## config.mk

```make
export PLATFORM = sky130hd
export DESIGN_NAME = vga_pattern_gen_flat
export DESIGN_NICKNAME = d
export VERILOG_FILES = /design/src/rtl/vga_pattern_gen_if.sv /design/src/rtl/vga_pattern_gen.sv /design/src/flat_wrapper.sv
export SDC_FILE = /design/constraint.sdc
export NUM_CORES = 1
export LEC_CHECK = 0
export CAP_MARGIN = 10
export CORE_ASPECT_RATIO = 2
export CORE_UTILIZATION = 41
export CTS_CLUSTER_SIZE = 24
export DETAILED_ROUTE_END_ITERATION = 10
export PLACE_DENSITY = 0.65
export SKIP_LAST_GASP = 1
export SLEW_MARGIN = 10
export SYNTH_ARGS = -nofsm -noshare
export SYNTH_HDL_FRONTEND = slang
export SYNTH_SLANG_ARGS = --single-unit
```

## constraint.sdc

```tcl
create_clock -name clk -period 3.8 [get_ports clk]
set_input_delay 0.76 -clock clk [delete_from_list [all_inputs] [get_ports clk]]
set_output_delay 0.76 -clock clk [all_outputs]
set_load 0.1 [all_outputs]
```

## src/rtl/vga_pattern_gen_if.sv

```systemverilog
// Pixel bus between the VGA timing source and vga_pattern_gen: timing, mode control,
// user colour in; registered pixel colour and its valid flag out.
interface vga_pattern_gen_if #(
  parameter int unsigned CW = 4
) ();
  logic              video_on;
  logic [9:0]        x;
  logic [9:0]        y;
  logic              frame_start;
  logic [1:0]        mode_in;
  logic              mode_we;
  logic [3*CW-1:0]   img;
  logic [3*CW-1:0]   rgb;
  logic              rgb_valid;

  modport master (
    output video_on, x, y, frame_start, mode_in, mode_we, img,
    input  rgb, rgb_valid
  );

  modport slave (
    input  video_on, x, y, frame_start, mode_in, mode_we, img,
    output rgb, rgb_valid
  );
endinterface

```

## src/rtl/vga_pattern_gen.sv

```systemverilog
// Two-stage pixel colour generator: solid, scrolling bars, checkerboard, gradient.
// Define VGA_PATTERN_BORDER_EN to force a white one-pixel frame around the active area.
module vga_pattern_gen #(
  parameter int unsigned CW        = 4,
  parameter int unsigned H_ACTIVE  = 640,
  parameter int unsigned V_ACTIVE  = 480,
  parameter int unsigned TILE_LOG2 = 5
) (
  input  logic              clk,
  input  logic              rst_n,
  vga_pattern_gen_if.slave  bus
);

  localparam int unsigned RGB_W = 3 * CW;
  localparam int unsigned XW    = 10;
  localparam int unsigned SW    = XW + 1;
  localparam int unsigned BAR_W = H_ACTIVE / 8;

  typedef enum logic [1:0] {
    MODE_SOLID    = 2'd0,
    MODE_BARS     = 2'd1,
    MODE_CHECKER  = 2'd2,
    MODE_GRADIENT = 2'd3
  } mode_e;

  mode_e             mode_pend_q, mode_pend_d;
  mode_e             mode_act_q,  mode_act_d;
  logic [XW-1:0]     scroll_q,    scroll_d;

  logic [XW-1:0]     x_s1_q, y_s1_q, scroll_s1_q;
  logic              von_s1_q;
  logic [RGB_W-1:0]  img_s1_q;
  mode_e             mode_s1_q;

  logic [RGB_W-1:0]  rgb_q, rgb_d;
  logic              von_s2_q;

  // Mode latch and scroll counter; both only move on frame_start / mode_we
  always_comb begin
    mode_pend_d = mode_pend_q;
    mode_act_d  = mode_act_q;
    scroll_d    = scroll_q;
    if (bus.mode_we) begin
      mode_pend_d = mode_e'(bus.mode_in);
    end
    if (bus.frame_start) begin
      mode_act_d = bus.mode_we ? mode_e'(bus.mode_in) : mode_pend_q;
      scroll_d   = (scroll_q == XW'(H_ACTIVE - 1)) ? '0 : scroll_q + XW'(1);
    end
  end

  logic [SW-1:0]     xs_sum, xs;
  logic [2:0]        bar;
  logic [RGB_W-1:0]  bar_rgb, pix;
  logic              blank, tile_odd;
`ifdef VGA_PATTERN_BORDER_EN
  logic              on_edge;
`endif

  // Stage-2 colour select from the stage-1 snapshot
  always_comb begin
    xs_sum   = {1'b0, x_s1_q} + {1'b0, scroll_s1_q};
    xs       = (xs_sum >= SW'(H_ACTIVE)) ? xs_sum - SW'(H_ACTIVE) : xs_sum;
    bar      = 3'(xs / SW'(BAR_W));
    // Bar order white..black makes each channel the inverse of one bar-index bit
    bar_rgb  = {{CW{~bar[1]}}, {CW{~bar[2]}}, {CW{~bar[0]}}};
    tile_odd = x_s1_q[TILE_LOG2] ^ y_s1_q[TILE_LOG2];
    blank    = !von_s1_q || ({1'b0, x_s1_q} >= SW'(H_ACTIVE)) ||
               ({1'b0, y_s1_q} >= SW'(V_ACTIVE));

    pix = img_s1_q;
    case (mode_s1_q)
      MODE_SOLID:    pix = img_s1_q;
      MODE_BARS:     pix = bar_rgb;
      MODE_CHECKER:  pix = tile_odd ? ~img_s1_q : img_s1_q;
      MODE_GRADIENT: pix = {x_s1_q[XW-1 -: CW], y_s1_q[XW-1 -: CW], scroll_s1_q[XW-1 -: CW]};
      default:       pix = img_s1_q;
    endcase

`ifdef VGA_PATTERN_BORDER_EN
    on_edge = (x_s1_q == XW'(0)) || (x_s1_q == XW'(H_ACTIVE - 1)) ||
              (y_s1_q == XW'(0)) || (y_s1_q == XW'(V_ACTIVE - 1));
    if (blank)        rgb_d = '0;
    else if (on_edge) rgb_d = '1;
    else              rgb_d = pix;
`else
    rgb_d = blank ? '0 : pix;
`endif
  end

  always_ff @(posedge clk or negedge rst_n) begin
    if (!rst_n) begin
      mode_pend_q <= MODE_SOLID;
      mode_act_q  <= MODE_SOLID;
      scroll_q    <= '0;
      x_s1_q      <= '0;
      y_s1_q      <= '0;
      scroll_s1_q <= '0;
      von_s1_q    <= 1'b0;
      img_s1_q    <= '0;
      mode_s1_q   <= MODE_SOLID;
      rgb_q       <= '0;
      von_s2_q    <= 1'b0;
    end else begin
      mode_pend_q <= mode_pend_d;
      mode_act_q  <= mode_act_d;
      scroll_q    <= scroll_d;
      x_s1_q      <= bus.x;
      y_s1_q      <= bus.y;
      scroll_s1_q <= scroll_q;
      von_s1_q    <= bus.video_on;
      img_s1_q    <= bus.img;
      mode_s1_q   <= mode_act_q;
      rgb_q       <= rgb_d;
      von_s2_q    <= von_s1_q;
    end
  end

  assign bus.rgb       = rgb_q;
  assign bus.rgb_valid = von_s2_q;

endmodule

```

## src/flat_wrapper.sv

```systemverilog
// flat-port wrapper written by rule: the top's interface ports become plain ports
module vga_pattern_gen_flat 
#(
  parameter int unsigned CW        = 4,
  parameter int unsigned H_ACTIVE  = 640,
  parameter int unsigned V_ACTIVE  = 480,
  parameter int unsigned TILE_LOG2 = 5
)
  (clk, rst_n, bus_video_on, bus_x, bus_y, bus_frame_start, bus_mode_in, bus_mode_we, bus_img, bus_rgb, bus_rgb_valid);
  vga_pattern_gen_if #(.CW(CW)) bus_i ();
  input  logic clk;
  input  logic rst_n;
  input wire logic [$bits(bus_i.video_on)-1:0] bus_video_on;
  input wire logic [$bits(bus_i.x)-1:0] bus_x;
  input wire logic [$bits(bus_i.y)-1:0] bus_y;
  input wire logic [$bits(bus_i.frame_start)-1:0] bus_frame_start;
  input wire logic [$bits(bus_i.mode_in)-1:0] bus_mode_in;
  input wire logic [$bits(bus_i.mode_we)-1:0] bus_mode_we;
  input wire logic [$bits(bus_i.img)-1:0] bus_img;
  output wire logic [$bits(bus_i.rgb)-1:0] bus_rgb;
  output wire logic [$bits(bus_i.rgb_valid)-1:0] bus_rgb_valid;
  assign bus_i.video_on = bus_video_on;
  assign bus_i.x = bus_x;
  assign bus_i.y = bus_y;
  assign bus_i.frame_start = bus_frame_start;
  assign bus_i.mode_in = bus_mode_in;
  assign bus_i.mode_we = bus_mode_we;
  assign bus_i.img = bus_img;
  assign bus_rgb = bus_i.rgb;
  assign bus_rgb_valid = bus_i.rgb_valid;
  vga_pattern_gen #(.CW(CW), .H_ACTIVE(H_ACTIVE), .V_ACTIVE(V_ACTIVE), .TILE_LOG2(TILE_LOG2)) u_core (.clk(clk), .rst_n(rst_n), .bus(bus_i));
endmodule
```

=== After elaboration in Yosys (flattened, before gate mapping) ===
Cells that the tools add are included.

* Divide/modulo/power cells: 1
* Multiplexer cells: 6
* Reduce and logical (&&, ||, !) cells: 4
* Bitwise operators: 5
* Eq/ne operators: 4
* Add/subtract/negate cells: 3
* Order comparisons: 3

{| class="wikitable"
|+ Operators with widths
! operator !! number
|-
| 12-bit one-hot mux with 4 select lines || 1
|-
| 12-bit 2-to-1 mux || 2
|-
| 12-bit inverter || 1
|-
| 10-bit by 10-bit adder with 11-bit output || 1
|-
| 11-bit by 7-bit divider with 11-bit output (second input constant) || 1
|-
| 11-bit by 10-bit >= comparator with 1-bit output (second input constant) || 1
|-
| 11-bit 2-to-1 mux || 1
|-
| 11-bit by 10-bit subtractor with 11-bit output (second input constant) || 1
|-
| 10-bit by 1-bit adder with 10-bit output (second input constant) || 1
|-
| 10-bit == test (second input constant) || 1
|-
| 10-bit >= comparator (second input constant) || 1
|-
| 10-bit by 9-bit >= comparator with 1-bit output (second input constant) || 1
|-
| 10-bit 2-to-1 mux || 1
|-
| 2-bit == test (second input constant) || 2
|-
| 1-bit inverter || 3
|-
| 2-bit by 1-bit == test with 1-bit output (second input constant) || 1
|-
| 2-bit zero test || 1
|-
| 1-bit logical OR || 2
|-
| 2-bit 2-to-1 mux || 1
|-
| 1-bit zero test || 1
|-
| 1-bit XOR || 1
|}

* Bits in registers: 72
* Output and inout port bits: 13
* Input bits: 39

=== Longest topological paths before layout ===
Gate-level depths: netlist (run 1).

* Word-level depth: 7
* Gate-level depth with buffers: 17
* Mapped depth without buffers: 16

=== Least setup slack after synthesis (run 1) ===
Ideal clock, no wire load.

* Path type: register -> register
* Start point: register u_core.scroll_s1_q[0]
* End point: register u_core.rgb_q[0], in the netlist u_core.bus.rgb[0]
* Path buffers: 2
* Slack: -0.267 ns
* Required time: 3.704 ns
* Stages on the path, launching flop included: 17
* Period minus slack after synthesis: 4.067 ns
* Arrival: 3.971 ns
* Path through: dfrtp_1 > ha_1 > fa_1 > a211oi_2 > o31ai_2 > nor3_1 > a211o_1 > ha_1 > clkbuf_1 > nand2_1 > o31ai_2 > clkbuf_1 > o211ai_1 > a21oi_1 > nor4_1 > a2111o_1 > o31ai_1

* Longest elaborated chain between the ends: 7
* Elaborated cells on any way between the ends: 8
* Those cells by class: add/sub (2); div (1); order compare (1); mux (3); bitwise (1)

{| class="wikitable"
|+ RTL lines
! element !! RTL line !! RTL
|-
| start, declared || vga_pattern_gen.sv:30 || <nowiki>logic [XW-1:0] x_s1_q, y_s1_q, scroll_s1_q;</nowiki>
|-
| start signal, assigned || vga_pattern_gen.sv:110 || <nowiki>scroll_s1_q <= scroll_q;</nowiki>
|-
| 10-bit by 10-bit adder with 11-bit output * || vga_pattern_gen.sv:62 || <nowiki>xs_sum = {1'b0, x_s1_q} + {1'b0, scroll_s1_q};</nowiki>
|-
| 11-bit by 10-bit subtractor with 11-bit output / 11-bit by 10-bit >= comparator with 1-bit output (equally long branches) || vga_pattern_gen.sv:63 || <nowiki>xs = (xs_sum >= SW'(H_ACTIVE)) ? xs_sum - SW'(H_ACTIVE) : xs_sum;</nowiki>
|-
| 11-bit 2-to-1 mux * || vga_pattern_gen.sv:63 ||
|-
| 11-bit by 7-bit divider with 11-bit output * || vga_pattern_gen.sv:64 || <nowiki>bar = 3'(xs / SW'(BAR_W));</nowiki>
|-
| 1-bit inverter * || vga_pattern_gen.sv:66 || <nowiki>bar_rgb = {{CW{~bar[1]}}, {CW{~bar[2]}}, {CW{~bar[0]}}};</nowiki>
|-
| 12-bit one-hot mux with 4 select lines * || vga_pattern_gen.sv:72 || <nowiki>case (mode_s1_q)</nowiki>
|-
| 12-bit 2-to-1 mux * || vga_pattern_gen.sv:87 || <nowiki>rgb_d = blank ? '0 : pix;</nowiki>
|-
| named net u_core.rgb_d[0] || vga_pattern_gen.sv:35 || <nowiki>logic [RGB_W-1:0] rgb_q, rgb_d;</nowiki>
|-
| end signal, assigned || vga_pattern_gen.sv:114 || <nowiki>rgb_q <= rgb_d;</nowiki>
|-
| end, declared || vga_pattern_gen.sv:35 ||
|}

The timed path passes the listed nets; every way through them passes the cells marked *.
A chain may end at the register's enable or synchronous reset.

=== Worst setup path in the final report (run 1) ===
* Start point: register u_core.x_s1_q[0]
* End point: register u_core.rgb_q[3], in the netlist u_core.bus.rgb[3]

* Longest elaborated chain between the ends: 7
* Elaborated cells on any way between the ends: 11
* Those cells by class: add/sub (2); div (1); order compare (2); mux (3); bitwise (1); reduce/logical (2)

{| class="wikitable"
|+ RTL lines
! element !! RTL line !! RTL
|-
| start, declared || vga_pattern_gen.sv:30 ||
|-
| start signal, assigned || vga_pattern_gen.sv:108 || <nowiki>x_s1_q <= bus.x;</nowiki>
|-
| 10-bit by 10-bit adder with 11-bit output || vga_pattern_gen.sv:62 ||
|-
| 11-bit by 10-bit subtractor with 11-bit output / 11-bit by 10-bit >= comparator with 1-bit output (equally long branches) || vga_pattern_gen.sv:63 ||
|-
| 11-bit 2-to-1 mux || vga_pattern_gen.sv:63 ||
|-
| 11-bit by 7-bit divider with 11-bit output || vga_pattern_gen.sv:64 ||
|-
| 1-bit inverter || vga_pattern_gen.sv:66 ||
|-
| 12-bit one-hot mux with 4 select lines || vga_pattern_gen.sv:72 ||
|-
| 12-bit 2-to-1 mux * || vga_pattern_gen.sv:87 ||
|-
| named net u_core.rgb_d[3] || vga_pattern_gen.sv:35 ||
|}

Marks and branches as above.

==> reports/qor.txt, run 1 <==
H-tree lvl count: 3
Cell Rows: 48
Clk buf depth: 2
Final Worst Setup Slack: -0.1610 ns
Crit path max fanout: 4
GR Overflow Total: 0
Routed vias/inst: 5.677
Clock Pin Slew Worst Setup and Hold Paths: 0.05 ns
Fin. max-slew vios: 0
Crit Path Class: flop to flop
Vias in the first global route: 3313
Nets@finish: 508
Cts-stage hold buffer count: 0
Largest area contributor in the netlist: dfrtp_1
Clock Skew: 0.005245 ns
# Max-Cap Violations: 0
Pleak: 0.002219 uW
Status: finished with violations
CTS tree: built
Design area: 5160 um2
Residual DRC count: 0
R2R Path Start: u_core.x_s1_q[0]
Number of diodes: 0
HP Class: flop to flop
GRT Util Overall: 22.28%
Synth cell types: 63
Number of synthesized register bits: 67
Worst-Margin Slew: 0.9821 ns
Die area: 9287 um2
RSZ-0062 raised after global routing: yes
Yosys Warn Count: 0
Top-area cell type share of the netlist area: 46.03%
CORE AREA: 8648 um2
Fin Setup TNS: -0.6342 ns
Dpl cell area: 4589 um2
Final setup fails: 8
Layout area overhead: 41.67%
Clk_lat worst skew: 0.32 ns
CP Launch Type: flop
Cell with the most instances after synthesis: dfrtp_1
Post-synthesis async set-or-reset flop share: 100.0%
Fin cells: 561
Cells after DPL: 533
Failing checks: setup timing
Reg2Reg Setup Slack: -0.16 ns
Pwr/cell area: 740.8 nW/um2
Effective utilization at floorplan: 42.12%
Final Util: 59.66%
Final min period: 3.961 ns
Average size of a mapped cell: 10.38 um2
Reg2reg path depth: 14
Port buffer count: 46
# IOs: 52
Total CTS buffers: 9
Crit path arrival time: 4.18 ns
Ratio of cells with drive above 1 in the final layout: 30.80%
RR Endpoint: u_core.bus.rgb[3]
First-pass GRT wire length: 14900 um
Largest net degree at the start of global routing: 38
Synth Cell Area: 3642 um2
Fin. Hold Viols: 0
Seq/Total Area, Yosys: 46.03%
Synth area leaders: dfrtp_1 (46%), ha_1 (4.1%), nand2_1 (3.2%)
Initial antenna violation count: 0
Syn Nets: 403
WP data required: 4.02 ns
Critical path launch point: u_core.x_s1_q[0]
Fmax: 252.5 MHz
Gate Count Post-Synth: 351
Detailed Routing Iterations Pass 1: 4
Die H: 135.3 um
Clock root buffer: clkbuf_16
Rel. slew slack: 34.32%
Ys flop type: dfrtp_1
Drt total wl: 9385 um
HPWL after DPL: 6822 um
Placer Congestion: 0.8266
Via count: 3185
EDFF count, synth: 0
Max IR drop VDD: 0.3796 mV
Worst Setup Slack post-DPL: -0.2568 ns
Drt initial violations: 119
Final period util: 104.2%
WL/cell: 16.73 um
Antenna viol nets, final: 0
Clock sink total: 67
Post-synth top cells: dfrtp_1 (67), nand2_1 (31), a21oi_1 (17), nor2_1 (17), o21ai_0 (15)
End of the critical path: u_core.bus.rgb[3]
Die width: 68.65 um
Setup crit end kind: flop
cells in the final DEF, fill, tap and decap left out, types with 9 or more instances in the layout:
master and count:
clkbuf_16 9, o21ai_0 11, nor2_1 17, dfrtp_1 67, clkdlybuf4s50_1 45, a21oi_1 12
nand2_1 29, buf_4 59, nand3_1 11, ha_1 9, o31ai_1 12
how the worst min path moves through the flow:
| stage | slack (ns) | from | end | cells after the start |
|---|---|---|---|---|
| floorplan | 0.35 | u_core.von_s1_q | u_core.bus.rgb_valid | 0 |
| global placement | 0.36 | u_core.mode_act_q[0] | u_core.mode_s1_q[0] | 0 |
| detailed placement | 0.37 | u_core.mode_act_q[1] | u_core.mode_s1_q[1] | 0 |
| CTS | 0.38 | u_core.mode_act_q[1] | u_core.mode_s1_q[1] | 0 |
| global route | 0.39 | u_core.von_s1_q | u_core.bus.rgb_valid | 0 |
| finish | 0.37 | u_core.mode_act_q[1] | u_core.mode_s1_q[1] | 0 |
metal layers:
layer	wire length [um]	vias to the layer above	GRT usage, %
li1	-	1540	-
met1	3218	1530	21.38
met2	5458	78	40.31
met3	265	37	4.461
met4	442	0	14.47
met5	0	-	0
final cells by class:
cell class              count  area, um2
fillers                   747       3488
multi-input cells         263       2130
flip-flops and latches     67       1677
repair buffers            108      932.1
clock buffers               9      225.2
well taps                 100      125.1
clock inverters             7      45.04
inverters                   7      26.28
critical path, cell delays in order (launching register included):
cell      delay, ns
dfrtp_1        0.37
ha_2           0.20
fa_2           0.37
a211oi_4       0.28
nor3_2         0.11
a211o_1        0.32
ha_4           0.28
inv_2          0.03
o2111a_1       0.13
a211oi_4       0.34
or4b_4         0.53
o21ai_4        0.09
nor3_2         0.06
a2111o_1       0.47
o31ai_1        0.26
registers in the layout, summed over array words and instances (netlist names):
| signal | flops |
|---|---|
| u_core.bus.rgb | 12 |
| u_core.bus.rgb_valid | 1 |
| u_core.img_s1_q | 12 |
| u_core.mode_act_q | 2 |
| u_core.mode_pend_q | 2 |
| u_core.mode_s1_q | 2 |
| u_core.scroll_q | 10 |
| u_core.scroll_s1_q | 10 |
| u_core.von_s1_q | 1 |
| u_core.x_s1_q | 10 |
| u_core.y_s1_q | 5 |
report_power, final:
part           leakage (uW)  switching (uW)  internal [uW]
registers          0.000828             108            821
clock network      0.000135             289            437
logic               0.00126            1170           1000
total               0.00222            1560           2260
metrics by stage:
stage                     hold WS, ns  power, uW
after floorplan                0.3465       2110
after global placement         0.3586       2689
after detailed placement       0.3655       2738
after CTS                      0.3777       3740
after global routing           0.3891       4041
final                          0.3722       3823
repair_timing:
item                                    CTS  global route
setup buffers                             8             2
cloned                                    2             0
resized for setup                        26            19
endpoints found under the setup margin   12            12
pin swaps                                16             7
cell families (layout without fill, tap and decap cells):
logic type	Yosys count	count (layout)	synth area share [%]
compound gates	116	118	24.77
xor+xnor	17	17	4.500
fa+ha+maj	13	13	4.672
buf+inv	23	131	2.679
flops	67	67	46.03
mux	11	11	3.195
simple gates	104	104	14.15
No activity file was read; power rests on OpenSTA's default activity.
==> run 2: changes to the inputs <==
--- a/config.mk
+++ b/config.mk
@@ -7,10 +7,10 @@
 export LEC_CHECK = 0
 export CAP_MARGIN = 10
 export CORE_ASPECT_RATIO = 2
-export CORE_UTILIZATION = 41
+export CORE_UTILIZATION = 45
 export CTS_CLUSTER_SIZE = 24
 export DETAILED_ROUTE_END_ITERATION = 10
-export PLACE_DENSITY = 0.65
+export PLACE_DENSITY = 0.71
 export SKIP_LAST_GASP = 1
 export SLEW_MARGIN = 10
 export SYNTH_ARGS = -nofsm -noshare
==> reports/qor.txt, run 2 (same netlist as run 1, synthesis figures left out) <==
Clock root buffer: clkbuf_16
Effective utilization at floorplan: 46.19% (+4.1 points)
Nets@finish: 511 (+0.59%)
Port buffer count: 46 (unchanged)
Pleak: 0.002256 uW (+1.7%)
CORE AREA: 7885 um2 (-8.8%)
Die H: 129.2 um (-4.5%)
Die width: 65.62 um (-4.4%)
Cts-stage hold buffer count: 0 (unchanged)
Fmax: 261.4 MHz (+3.6%)
Final period util: 100.7% (-3.6 points)
FF+latch area: 1678 um2 (about the same)
Reg2reg path depth: 17 (+3)
CTS tree: built
Worst Setup Slack post-DPL: -0.2952 ns (-0.03836 ns)
Detailed Routing Iterations Pass 1: 4 (unchanged)
Residual DRC count: 0 (unchanged)
H-tree lvl count: 3 (unchanged)
RR Endpoint: u_core.bus.rgb[3]
Routed vias/inst: 5.759 (+1.4%)
Dpl cell area: 4607 um2 (+0.38%)
Die area: 8479 um2 (-8.7%)
Ratio of cells with drive above 1 in the final layout: 31.90% (+1.1 points)
Layout area overhead: 43.87%
HPWL after DPL: 6945 um (+1.8%)
Worst min-delay path endpoint: u_core.mode_s1_q[1]
R2R Path Start: u_core.scroll_s1_q[0]
Fin. max-slew vios: 0 (unchanged)
CP Launch Type: flop
Crit path arrival time: 4.06 ns (-0.12 ns)
Status: finished with violations
Clock Pin Slew Worst Setup and Hold Paths: 0.05 ns (about the same)
Crit Path Class: flop to flop
Vias in the first global route: 3341 (+0.85%)
Drt initial violations: 173 (+45%)
Fin Hold WS: 0.3740 ns (+0.001788 ns)
Fin. Hold Viols: 0 (unchanged)
Design area: 5240 um2 (+1.6%)
Via count: 3225 (+1.3%)
Failing checks: setup timing
WL/cell: 16.96 um (+1.4%)
Max IR drop VDD: 0.5037 mV (+33%)
Multi-input gate area: 2178 um2 (+2.3%)
Hold Crit Depth: 0 (unchanged)
Setup crit end kind: flop
Drt total wl: 9500 um (+1.2%)
Worst-Margin Slew: 0.9840 ns (+0.001929 ns)
Final Worst Setup Slack: -0.02519 ns (+0.1358 ns)
Cell Rows: 46 (-4.2%)
Antenna viol nets, final: 0 (unchanged)
First-pass GRT wire length: 15410 um (+3.4%)
Reg2Reg Setup Slack: -0.03 ns (+0.14 ns)
FILL cells: 594 (-20%)
Most frequent cells in the layout: dfrtp_1 (66), buf_4 (62), clkdlybuf4s50_1 (45)
Number of diodes: 0 (unchanged)
GR Overflow Total: 0 (unchanged)
Clk_lat worst skew: 0.33 ns (about the same)
Largest net degree at the start of global routing: 31 (-18%)
# IOs: 52 (unchanged)
Placer Congestion: 0.8751 (+5.9%)
Commonest non-fill, non-tap cell in the layout: dfrtp_1
Hold wc startpoint: u_core.mode_act_q[1]
Rel. slew slack: 34.19% (-0.13 points)
Clock Skew: 0.004930 ns (-0.0003157 ns)
HP Class: flop to flop
WP data required: 4.04 ns (+0.02 ns)
Clock sink total: 67 (unchanged)
Final setup fails: 7 (-1)
Final min period: 3.825 ns (-0.1358 ns)
Total CTS buffers: 9 (unchanged)
RSZ-0062 raised after global routing: yes
Initial antenna violation count: 0 (unchanged)
Clk buf depth: 2 (unchanged)
Pwr/cell area: 742.0 nW/um2 (+0.17%)
Crit path max fanout: 7 (+3)
# Max-Cap Violations: 0 (unchanged)
GRT Util Overall: 24.75% (+2.5 points)
[run 2: final cells by class]
class / instances / area share (%)
Multi-Input combinational cell: 263 / 41.57
Sequential cell: 67 / 32.02
Timing Repair Buffer: 111 / 18.22
Clock buffer: 11 / 4.823
Tap cell: 96 / 2.292
Inverter: 7 / 0.5492
Clock inverter: 5 / 0.5253
[run 2: power by group]
| part | switching, uW | internal [uW] | leakage (uW) |
|---|---|---|---|
| registers | 106 | 821 | 0.000827 |
| logic | 1200 | 1010 | 0.00129 |
| clock network | 279 | 471 | 0.000141 |
[run 2: timing repair]
item                                   CTS  global route
pin swaps                               12             4
gates resized for setup                 30            18
endpoints found under the hold margin    0             0
setup endpoints to repair               12            12
buffers inserted                         9             2
cloned                                   2             0
[run 2: per-stage QoR]
stage                     TNS [ns]  instances  util [%]  power (uW)
final                     -0.08986        560     66.46        3888
after global placement      -1.183        532     58.43        2709
after CTS                  -0.2368        559     65.42        3788
after floorplan            -0.1382        351         -        2110
after detailed placement    -2.300        532     58.43        2769
after global routing        -1.094        560     66.46        4110
[run 2: worst max path at each step]
stage | endpoint | slack, ns | cells after the start | from
after floorplan | u_core.bus.rgb[0] | -0.03 | 15 | u_core.scroll_s1_q[0]
after global placement | u_core.bus.rgb[1] | -0.17 | 15 | u_core.scroll_s1_q[0]
after detailed placement | u_core.bus.rgb[2] | -0.30 | 15 | u_core.scroll_s1_q[0]
after CTS | u_core.bus.rgb[3] | -0.05 | 16 | u_core.scroll_s1_q[0]
after global routing | u_core.bus.rgb[3] | -0.19 | 17 | u_core.x_s1_q[0]
final | u_core.bus.rgb[3] | -0.03 | 17 | u_core.scroll_s1_q[0]
[run 2: worst max-delay path: stages, from the launching register on]
cell and delay [ns]:
dfrtp_1 0.36, ha_2 0.20, fa_2 0.37, a211oi_4 0.30
o31ai_2 0.13, nor3_1 0.14, a211o_1 0.18, ha_4 0.21
inv_4 0.05, buf_6 0.11, nand4_1 0.13, buf_4 0.16
a21oi_4 0.06, or4b_4 0.53, o21ai_4 0.09, nor3_2 0.07
a2111o_1 0.42, o31ai_1 0.23
[run 2: routing by layer]
layer | GRT usage [%] | share of wire (%)
met5 | 0 | 0
met4 | 15.60 | 4.2
met3 | 4.489 | 2.1
met2 | 47.85 | 59
met1 | 22.45 | 34
==> run 3: changes to the inputs <==
--- a/config.mk
+++ b/config.mk
@@ -10,6 +10,7 @@
 export CORE_UTILIZATION = 45
 export CTS_CLUSTER_SIZE = 24
 export DETAILED_ROUTE_END_ITERATION = 10
+export HOLD_SLACK_MARGIN = 0.15
 export PLACE_DENSITY = 0.71
 export SKIP_LAST_GASP = 1
 export SLEW_MARGIN = 10
==> results of run 3 <==
Same layout as run 2: the final DEF is identical, and so are final timing and power.
